## config.mk

```make
export PLATFORM = sky130hd
export DESIGN_NAME = irq_trigger_conditioner_flat
export DESIGN_NICKNAME = d
export VERILOG_FILES = /design/src/rtl/ic_pkg.sv /design/src/rtl/irq_trigger_conditioner_if.sv /design/src/rtl/irq_line_filter.sv /design/src/rtl/irq_trigger_conditioner.sv /design/src/flat_wrapper.sv
export SDC_FILE = /design/constraint.sdc
export NUM_CORES = 1
export LEC_CHECK = 0
export CAP_MARGIN = 20
export CORE_MARGIN = 3
export CORE_UTILIZATION = 42
export DETAILED_ROUTE_END_ITERATION = 8
export PLACE_DENSITY = 0.77
export SYNTH_ARGS = -nofsm -noshare
export SYNTH_HDL_FRONTEND = slang
export SYNTH_SLANG_ARGS = --single-unit
```

## constraint.sdc

```tcl
create_clock -name pclk_i -period 3.2 [get_ports pclk_i]
set_input_delay 0.64 -clock pclk_i [delete_from_list [all_inputs] [get_ports pclk_i]]
set_output_delay 0.64 -clock pclk_i [all_outputs]
set_load 0.03 [all_outputs]
```

## src/rtl/ic_pkg.sv

```systemverilog
// rtl/ic_pkg.sv - shared interrupt controller constants
package ic_pkg;

    localparam int IC_NUM_IRQ = 4;

    localparam logic [31:0] IRQC_ADDR_ENABLE   = 32'd0;
    localparam logic [31:0] IRQC_ADDR_MODE     = 32'd1;
    localparam logic [31:0] IRQC_ADDR_POLARITY = 32'd2;
    localparam logic [31:0] IRQC_ADDR_STATUS   = 32'd3;

    // Sticky event flags live in the upper half of STATUS.
    localparam int IRQC_STICKY_LSB = 16;

    // Lines come out of reset in edge mode, disabled, active-high.
    localparam logic [15:0] IRQC_ENABLE_RST   = 16'h0000;
    localparam logic [15:0] IRQC_MODE_RST     = 16'hFFFF;
    localparam logic [15:0] IRQC_POLARITY_RST = 16'h0000;

endpackage

```

## src/rtl/irq_trigger_conditioner_if.sv

```systemverilog
// rtl/irq_trigger_conditioner_if.sv - register bus for the trigger conditioner
interface irq_trigger_conditioner_if;

    logic        psel;
    logic        penable;
    logic        pwrite;
    logic [31:0] paddr;
    logic [31:0] pwdata;
    logic [31:0] prdata;
    logic        pready;
    logic        pslverr;

    modport master (
        output psel, penable, pwrite, paddr, pwdata,
        input  prdata, pready, pslverr
    );

    modport slave (
        input  psel, penable, pwrite, paddr, pwdata,
        output prdata, pready, pslverr
    );

endinterface

```

## src/rtl/irq_line_filter.sv

```systemverilog
// rtl/irq_line_filter.sv - per-line synchroniser, glitch filter and rise detect
module irq_line_filter #(
    parameter int FILTER_CYCLES = 4,
    parameter int CNT_W         = $clog2(FILTER_CYCLES) + 1
) (
    input  logic pclk_i,
    input  logic rst_i,
    input  logic raw,
    input  logic pol,
    input  logic pol_load,
    input  logic pol_new,
    output logic filt,
    output logic rise
);

    localparam logic [CNT_W-1:0] CNT_LAST = CNT_W'(FILTER_CYCLES - 1);

    logic             s1;
    logic             s2;
    logic             filt_d;
    logic [CNT_W-1:0] cnt;
    logic             v;

    assign v    = s2 ^ pol;
    assign rise = filt & ~filt_d;

    // Two-flop synchroniser, then accept a new level only after it has been
    // stable for FILTER_CYCLES cycles; any shorter deviation restarts the count.
    // A polarity change re-seeds filt and filt_d together so it cannot look
    // like an edge.
    always_ff @(posedge pclk_i) begin
        if (rst_i) begin
            s1     <= 1'b0;
            s2     <= 1'b0;
            filt   <= 1'b0;
            filt_d <= 1'b0;
            cnt    <= '0;
        end else begin
            s1     <= raw;
            s2     <= s1;
            filt_d <= filt;
            if (pol_load) begin
                filt   <= s2 ^ pol_new;
                filt_d <= s2 ^ pol_new;
                cnt    <= '0;
            end else if (v == filt) begin
                cnt <= '0;
            end else if (cnt == CNT_LAST) begin
                filt <= v;
                cnt  <= '0;
            end else begin
                cnt <= cnt + CNT_W'(1);
            end
        end
    end

endmodule

```

## src/rtl/irq_trigger_conditioner.sv

```systemverilog
// rtl/irq_trigger_conditioner.sv - conditions raw interrupt lines into clean triggers
module irq_trigger_conditioner
    import ic_pkg::*;
#(
    parameter int NUM_IRQ       = IC_NUM_IRQ,
    parameter int FILTER_CYCLES = 4,
    parameter int CNT_W         = $clog2(FILTER_CYCLES) + 1
) (
    input  logic                       pclk_i,
    input  logic                       rst_i,
    irq_trigger_conditioner_if.slave   apb,
    input  logic [NUM_IRQ-1:0]         irq_raw_i,
    output logic [NUM_IRQ-1:0]         irq_trigger_o
);

    logic [NUM_IRQ-1:0] enable;
    logic [NUM_IRQ-1:0] mode;
    logic [NUM_IRQ-1:0] polarity;
    logic [NUM_IRQ-1:0] sticky;

    logic [NUM_IRQ-1:0] filt;
    logic [NUM_IRQ-1:0] rise;
    logic [NUM_IRQ-1:0] pol_load;
    logic [NUM_IRQ-1:0] pol_wdata;
    logic [NUM_IRQ-1:0] sticky_clr;
    logic [NUM_IRQ-1:0] trig_next;

    logic addr_mapped;
    logic wr;
    logic rd;
    logic wr_enable;
    logic wr_mode;
    logic wr_polarity;
    logic wr_status;
    logic unused_pwdata;

    assign addr_mapped = (apb.paddr <= IRQC_ADDR_STATUS);
    assign wr          = apb.psel & apb.penable & apb.pwrite & addr_mapped;
    assign rd          = apb.psel & ~apb.pwrite & addr_mapped;
    assign wr_enable   = wr & (apb.paddr == IRQC_ADDR_ENABLE);
    assign wr_mode     = wr & (apb.paddr == IRQC_ADDR_MODE);
    assign wr_polarity = wr & (apb.paddr == IRQC_ADDR_POLARITY);
    assign wr_status   = wr & (apb.paddr == IRQC_ADDR_STATUS);

    assign apb.pready    = 1'b1;
    assign apb.pslverr   = apb.psel & apb.penable & ~addr_mapped;
    assign unused_pwdata = ^apb.pwdata;

    assign pol_wdata  = apb.pwdata[NUM_IRQ-1:0];
    // Only lines whose polarity actually flips get re-seeded, so rewriting the
    // same value does not throw away an in-progress filter count.
    assign pol_load   = {NUM_IRQ{wr_polarity}} & (pol_wdata ^ polarity);
    assign sticky_clr = wr_status ? apb.pwdata[IRQC_STICKY_LSB +: NUM_IRQ] : '0;
    assign trig_next  = enable & ((mode & rise) | (~mode & filt));

    for (genvar i = 0; i < NUM_IRQ; i++) begin : g_line
        irq_line_filter #(
            .FILTER_CYCLES (FILTER_CYCLES),
            .CNT_W         (CNT_W)
        ) u_filter (
            .pclk_i   (pclk_i),
            .rst_i    (rst_i),
            .raw      (irq_raw_i[i]),
            .pol      (polarity[i]),
            .pol_load (pol_load[i]),
            .pol_new  (pol_wdata[i]),
            .filt     (filt[i]),
            .rise     (rise[i])
        );
    end

    // Config registers, registered triggers and sticky flags; a trigger
    // registering on the same edge as a W1C keeps its flag set.
    always_ff @(posedge pclk_i) begin
        if (rst_i) begin
            enable        <= IRQC_ENABLE_RST[NUM_IRQ-1:0];
            mode          <= IRQC_MODE_RST[NUM_IRQ-1:0];
            polarity      <= IRQC_POLARITY_RST[NUM_IRQ-1:0];
            sticky        <= '0;
            irq_trigger_o <= '0;
        end else begin
            if (wr_enable)   enable   <= apb.pwdata[NUM_IRQ-1:0];
            if (wr_mode)     mode     <= apb.pwdata[NUM_IRQ-1:0];
            if (wr_polarity) polarity <= pol_wdata;
            sticky        <= (sticky & ~sticky_clr) | trig_next;
            irq_trigger_o <= trig_next;
        end
    end

    // Read mux; idle bus and unmapped addresses read as zero.
    always_comb begin
        apb.prdata = '0;
        if (rd) begin
            case (apb.paddr)
                IRQC_ADDR_ENABLE:   apb.prdata[NUM_IRQ-1:0] = enable;
                IRQC_ADDR_MODE:     apb.prdata[NUM_IRQ-1:0] = mode;
                IRQC_ADDR_POLARITY: apb.prdata[NUM_IRQ-1:0] = polarity;
                IRQC_ADDR_STATUS: begin
                    apb.prdata[NUM_IRQ-1:0]                  = filt;
                    apb.prdata[IRQC_STICKY_LSB +: NUM_IRQ]   = sticky;
                end
                default:            apb.prdata = '0;
            endcase
        end
    end

endmodule

```

## src/flat_wrapper.sv

```systemverilog
// flat-port wrapper written by rule: the top's interface ports become plain ports
module irq_trigger_conditioner_flat import ic_pkg::*;
#(
    parameter int NUM_IRQ       = IC_NUM_IRQ,
    parameter int FILTER_CYCLES = 4,
    parameter int CNT_W         = $clog2(FILTER_CYCLES) + 1
)
  (pclk_i, rst_i, irq_raw_i, irq_trigger_o, apb_psel, apb_penable, apb_pwrite, apb_paddr, apb_pwdata, apb_prdata, apb_pready, apb_pslverr);
  irq_trigger_conditioner_if apb_i ();
  input  logic pclk_i;
  input  logic rst_i;
  input  logic [NUM_IRQ-1:0] irq_raw_i;
  output logic [NUM_IRQ-1:0] irq_trigger_o;
  input wire logic [$bits(apb_i.psel)-1:0] apb_psel;
  input wire logic [$bits(apb_i.penable)-1:0] apb_penable;
  input wire logic [$bits(apb_i.pwrite)-1:0] apb_pwrite;
  input wire logic [$bits(apb_i.paddr)-1:0] apb_paddr;
  input wire logic [$bits(apb_i.pwdata)-1:0] apb_pwdata;
  output wire logic [$bits(apb_i.prdata)-1:0] apb_prdata;
  output wire logic [$bits(apb_i.pready)-1:0] apb_pready;
  output wire logic [$bits(apb_i.pslverr)-1:0] apb_pslverr;
  assign apb_i.psel = apb_psel;
  assign apb_i.penable = apb_penable;
  assign apb_i.pwrite = apb_pwrite;
  assign apb_i.paddr = apb_paddr;
  assign apb_i.pwdata = apb_pwdata;
  assign apb_prdata = apb_i.prdata;
  assign apb_pready = apb_i.pready;
  assign apb_pslverr = apb_i.pslverr;
  irq_trigger_conditioner #(.NUM_IRQ(NUM_IRQ), .FILTER_CYCLES(FILTER_CYCLES), .CNT_W(CNT_W)) u_core (.pclk_i(pclk_i), .rst_i(rst_i), .apb(apb_i), .irq_raw_i(irq_raw_i), .irq_trigger_o(irq_trigger_o));
endmodule
```

[After elaboration in Yosys (flattened, before gate mapping)]
Cells that the tools add are included.
Storage, ports and cells
  register bits: 48
  input port bits: 73
Operators by class
  add/subtract/negate cells: 4
  eq/ne operators: 15
  reduce and logical (&&, ||, !) cells: 13
  bitwise logic cells: 38
  order comparisons: 1
  mux-type cells: 20
Operators with widths (number)
  32-bit by 2-bit == test with 1-bit output (second input constant): 2
  32-bit by 1-bit == test with 1-bit output (second input constant): 1
  32-bit by 2-bit <= comparator with 1-bit output (second input constant): 1
  32-bit zero test: 1
  4-bit bitwise AND: 5
  20-bit 2-to-1 mux: 1
  1-bit 2-to-1 mux: 16
  4-bit one-hot mux with 4 select lines: 1
  4-bit OR reduction: 4
  1-bit bitwise AND: 14
  3-bit by 1-bit adder with 3-bit output (second input constant): 4
  3-bit by 2-bit == test with 1-bit output (second input constant): 4
  4-bit 2-to-1 mux: 2
  2-bit by 1-bit inequality test with 1-bit output (second input constant): 4
  4-bit NOT: 2
  4-bit OR: 2
  2-bit AND reduction: 4
  2-bit nonzero test: 4
  1-bit XOR: 8
  1-bit NOT: 6
  1-bit == test: 4
  4-bit XOR: 1

[Logic depth before layout (Yosys ltp)]
  depth in word-level cells: 8
  gate-level depth with buffers: 6
  mapped depth without buffers: 6

[Hierarchy]
A second synthesis with hierarchy kept.
Unflattened totals
  cells, all modules: 263
  area total of the unflattened synthesis: 2596.2 um2
Modules (own cells, without submodules)
  irq_trigger_conditioner: cells each 151, seq. area each 400.4 um2, times used 1, area each 1455.1 um2
  irq_line_filter: cells each 28, seq. area each 140.1 um2, times used 4, area each 285.3 um2

[Worst setup path before layout]
No wires, ideal clock.
  kind: input -> output
  start: input apb_paddr[17]
  end: output apb_prdata[16]
  cell stages on the path: 5
  required time: 2.560 ns
  path slack: 0.307 ns
  arrival time: 2.253 ns
  path through: nor4_2 nand4_1 or2_2 nor3b_1 and4_1
Between the ends
  word-level cells in the longest chain between the ends: 3
  elaborated cells between the ends (all ways): 5
  those cells by class: order compare (1); eq/ne (1); mux (2); bitwise (1)
Ends and longest elaborated chain
  start: declaration: line flat_wrapper.sv:17  | input wire logic [$bits(apb_i.paddr)-1:0] apb_paddr;
  32-bit by 2-bit <= comparator with 1-bit output / 32-bit by 2-bit == test with 1-bit output (equally long branches): line irq_trigger_conditioner.sv:37, irq_trigger_conditioner.sv:94
  1-bit bitwise AND / 4-bit 2-to-1 mux (equally long branches): line irq_trigger_conditioner.sv:39, irq_trigger_conditioner.sv:94
  20-bit 2-to-1 mux (*): line irq_trigger_conditioner.sv:93  | if (rd) begin
  end: declaration: line flat_wrapper.sv:19  | output wire logic [$bits(apb_i.prdata)-1:0] apb_prdata;
Mark *: on every way between the ends. The rest lies on a longest branch, timed or not.

[Final worst setup path]
  start: input apb_paddr[10]
  end: output apb_prdata[17]
The elaborated chain is that of the path after synthesis.

==> impl_metrics.env <==
export IMPL_power_per_cell_area_nw_per_um2=341
export IMPL_cap_violations=0
export IMPL_ys_seq_area_share_pct=37.8
export IMPL_globalplace_congestion=0.783
export IMPL_synth_area_sq_um=2540
export IMPL_grt_busiest_layer="met2"
export IMPL_timing_hold_violations_final=0
export IMPL_row_count=27
export IMPL_report_final_slew_viol_count=0
export IMPL_worstSetupStartpointType="input pin"
export IMPL_port_buffer_count=61
export IMPL_worst_slew_pin_slew_ns=0.614
export IMPL_first_global_vias=1992
export IMPL_syn_area_per_cell_sq_um=9.29
export IMPL_grt_first_pass_wirelength_um=9390
export IMPL_vias=2094
export IMPL_synth_common_cells="sky130_fd_sc_hd__dfxtp_1, sky130_fd_sc_hd__nand2_1, sky130_fd_sc_hd__buf_4"
export IMPL_hpwlAfterDp_um=4190
export IMPL_yosys_area_share_simple_pct=24.0
export IMPL_vdd_drop_max_mv=0.182
export IMPL_worst_slew_margin_rel_pct=58.0
export IMPL_finalPower_mw=1.14
export IMPL_ctsLongestPathBuffers=2
export IMPL_setup_violations=2
export IMPL_firstDrtPassIters=4
export IMPL_share_of_the_clock_period_used_by_the_worst_path_pct=101
export IMPL_synth_compound_area_share_pct=10.6
export IMPL_crit_path_start="apb_paddr[10]"
export IMPL_worst_setup_hold_path_clk_slew_ns=0.08
export IMPL_floorplan_die_area_sq_um=7030
export IMPL_drt_iter0_drc=68
export IMPL_clock_sinks=48
export IMPL_clk_latency_ns=0.30
export IMPL_critical_path_required_time_ns=2.56
export IMPL_antenna_violating_nets_post_route=0
export IMPL_yosys_area_share_adder_pct=3.93
export IMPL_cp_slowest_cell="sky130_fd_sc_hd__clkdlybuf4s50_1"
export IMPL_min_delay_start="u_core.g_line[1].u_filter.cnt[0]"
export IMPL_grtUsageMet1_pct=19.2
export IMPL_die_width_um=83.8
export IMPL_crit_arrival_ns=2.58
export IMPL_synth_edf_count=0
export IMPL_dp_cells=401
export IMPL_final_min_clock_period_ns=3.22
export IMPL_cts_hold_fix_buffers=0
export IMPL_timing_setup_critical_path_class="input pin to output pin"
export IMPL_use_met3_pct=7.11
export IMPL_cellLeakagePower_nw=1.35
export IMPL_max_freq_mhz=310
export IMPL_layout_filler_cells=481
export IMPL_core_area_sq_um=5680
export IMPL_crit_path_max_incr_delay_ns=0.44
export IMPL_grt_start_max_net_pins=33
export IMPL_gr_total_overflow=0
export IMPL_crit_path_cells="clkdlybuf4s50_1 > nor4_2 > nand4_1 > or2_4 > nor3b_2 > buf_4 > and4_4 > buf_12"
export IMPL_wirelength_um=5790
export IMPL_cts_root_buf="sky130_fd_sc_hd__clkbuf_8"
export IMPL_worst_path_max_fanout=8
export IMPL_layout_setup_ws_ns=-0.0250
export IMPL_cts_htree_levels=2
export IMPL_timing_setup_tns_ns=-0.0270
export IMPL_fin_skew_ns=0.00218
export IMPL_async_flop_share_pct=0
export IMPL_critical_path_endpoint_type="output pin"
export IMPL_synth_xor_xnor_area_share_pct=4.13
export IMPL_flow_area_growth_from_synthesis_pct=31.8
export IMPL_violations="negative setup slack"
export IMPL_dp_worst_setup_slack_ns=-0.125
export IMPL_ys_flop_type="sky130_fd_sc_hd__dfxtp_1"
export IMPL_worstHoldPathType="flip-flop to flip-flop"
export IMPL_average_routed_wire_per_standard_cell_um=14.1
export IMPL_num_nets_final=420
export IMPL_post_synth_inst_count=274
export IMPL_top_level_ports=111
export IMPL_drive_gt1_share_pct=16.2
export IMPL_floorplan_initialDensity_pct=44.8
export IMPL_synth_lib_cells_used_distinct=41
export IMPL_outcome="finished with violations"
export IMPL_die_y_um=83.8
export IMPL_synthesis_yosys_warnings=0
export IMPL_drt_drc_violations_left=0
export IMPL_tritoncts="done"
export IMPL_largest_family_of_logic_cells_by_synthesized_area="simple AND/OR/NAND/NOR gates"
export IMPL_synth_top_cell_area_share_pct=37.8
export IMPL_synth_most_common_cell="sky130_fd_sc_hd__dfxtp_1"
export IMPL_synthTopCellsByArea="sky130_fd_sc_hd__dfxtp_1, sky130_fd_sc_hd__buf_4, sky130_fd_sc_hd__mux2i_1"
export IMPL_via_per_inst=5.09
export IMPL_yosys_mux_area_fraction_pct=7.87
export IMPL_final_instance_count_excl_fill=411
export IMPL_synth_seq_cells=48
export IMPL_groute_layer_met2_usage_pct=27.1
export IMPL_cts_inserted_buffers=5
export IMPL_crit_reg2reg_launch="u_core.polarity[3]"
export IMPL_antenna_cells_inserted=0
export IMPL_number_of_antenna_violations_at_the_first_check_in_global_routing=0
export IMPL_gr_usage_all_layers_pct=16.5
export IMPL_netlist_top_cell_by_area="sky130_fd_sc_hd__dfxtp_1"
==> timing repair <==
item	in CTS	in global routing
buffers inserted	1	2
gates resized for setup	6	18
setup endpoints to repair	9	8
pin swaps	3	10
==> stage by stage <==
stage / cell area [sq um] / util [%] / hold slack (ns)
after floorplan: 2630 / - / 0.398
after global placement: 3160 / 55.6 / 0.407
after detailed placement: 3160 / 55.6 / 0.417
after CTS: 3270 / 57.7 / 0.430
after global routing: 3350 / 59.1 / 0.448
final: 3350 / 59.1 / 0.428
==> area by class of cell <==
cell class              count  area [sq um]  area share (%)
clock buffers               7          96.3            2.87
inverters                   9          33.8            1.01
multi-input cells         199          1420            42.4
flip-flops and latches     48           961            28.7
well taps                  72          90.1            2.69
repair buffers             76           752            22.4
==> state kept, by name, indices dropped and copies added (netlist names) <==
name and flops:
u_core.enable 4, u_core.g_line.u_filter.cnt 12, u_core.g_line.u_filter.filt 4, u_core.g_line.u_filter.filt_d 4, u_core.g_line.u_filter.s1 4, u_core.g_line.u_filter.s2 4, u_core.irq_trigger_o 4, u_core.mode 4
u_core.polarity 4, u_core.sticky 4
==> cells in the final DEF, fill, tap and decap left out, drive strengths merged, types with 4 or more instances in the layout <==
master and count:
dfxtp 48, nand2 26, xnor2 5, a31o 4, clkbuf 7, a21oi 5
buf 23, mux2i 11, nor2 14, a31oi 6, ha 8, nand4b 4
inv 9, nor2b 16, a211oi 4, and2 12, nor4 9, conb 25
dlymetal6s2s 12, a2111oi 4, and4 4, nor3b 4, xor2 7, clkdlybuf4s50 40
o21ai 11, mux4 4
==> where the power goes <==
group	switching, mW	internal, mW	total (mW)
Clock	0.186	0.192	0.378
Sequential	0.00324	0.603	0.606
Combinational	0.0868	0.0725	0.159
Total	0.276	0.868	1.14
==> routing by layer <==
layer / up-vias / wire [um]
li1: 1035 / -
met1: 968 / 2430
met2: 85 / 2810
met3: 6 / 483
met4: 0 / 60
met5: - / 0
==> final timing paths <==
path         slack, ns  depth (start not counted)                          endpoint
min               0.43                          1  u_core.g_line[1].u_filter.cnt[0]
min reg2reg       0.43                          1  u_core.g_line[1].u_filter.cnt[0]
max              -0.02                          8                    apb_prdata[17]
max reg2reg       1.52                          4  u_core.g_line[3].u_filter.cnt[0]
==> logic make-up after synthesis <==
| group | Yosys count |
|---|---|
| AOI/OAI and AO/OA | 39 |
| xor gates and xnor gates | 12 |
| adders and majority gates | 8 |
| buffers and inverters | 50 |
| DFF | 48 |
| muxes | 15 |
| other | 2 |
| and+or+nand+nor | 100 |
==> worst max-delay path: cells and delay by family <==
kind	cells	cell delay, ns
buffers and inverters	3	0.74
and+or+nand+nor	5	1.20
No activity file was read; power rests on OpenSTA's default activity.
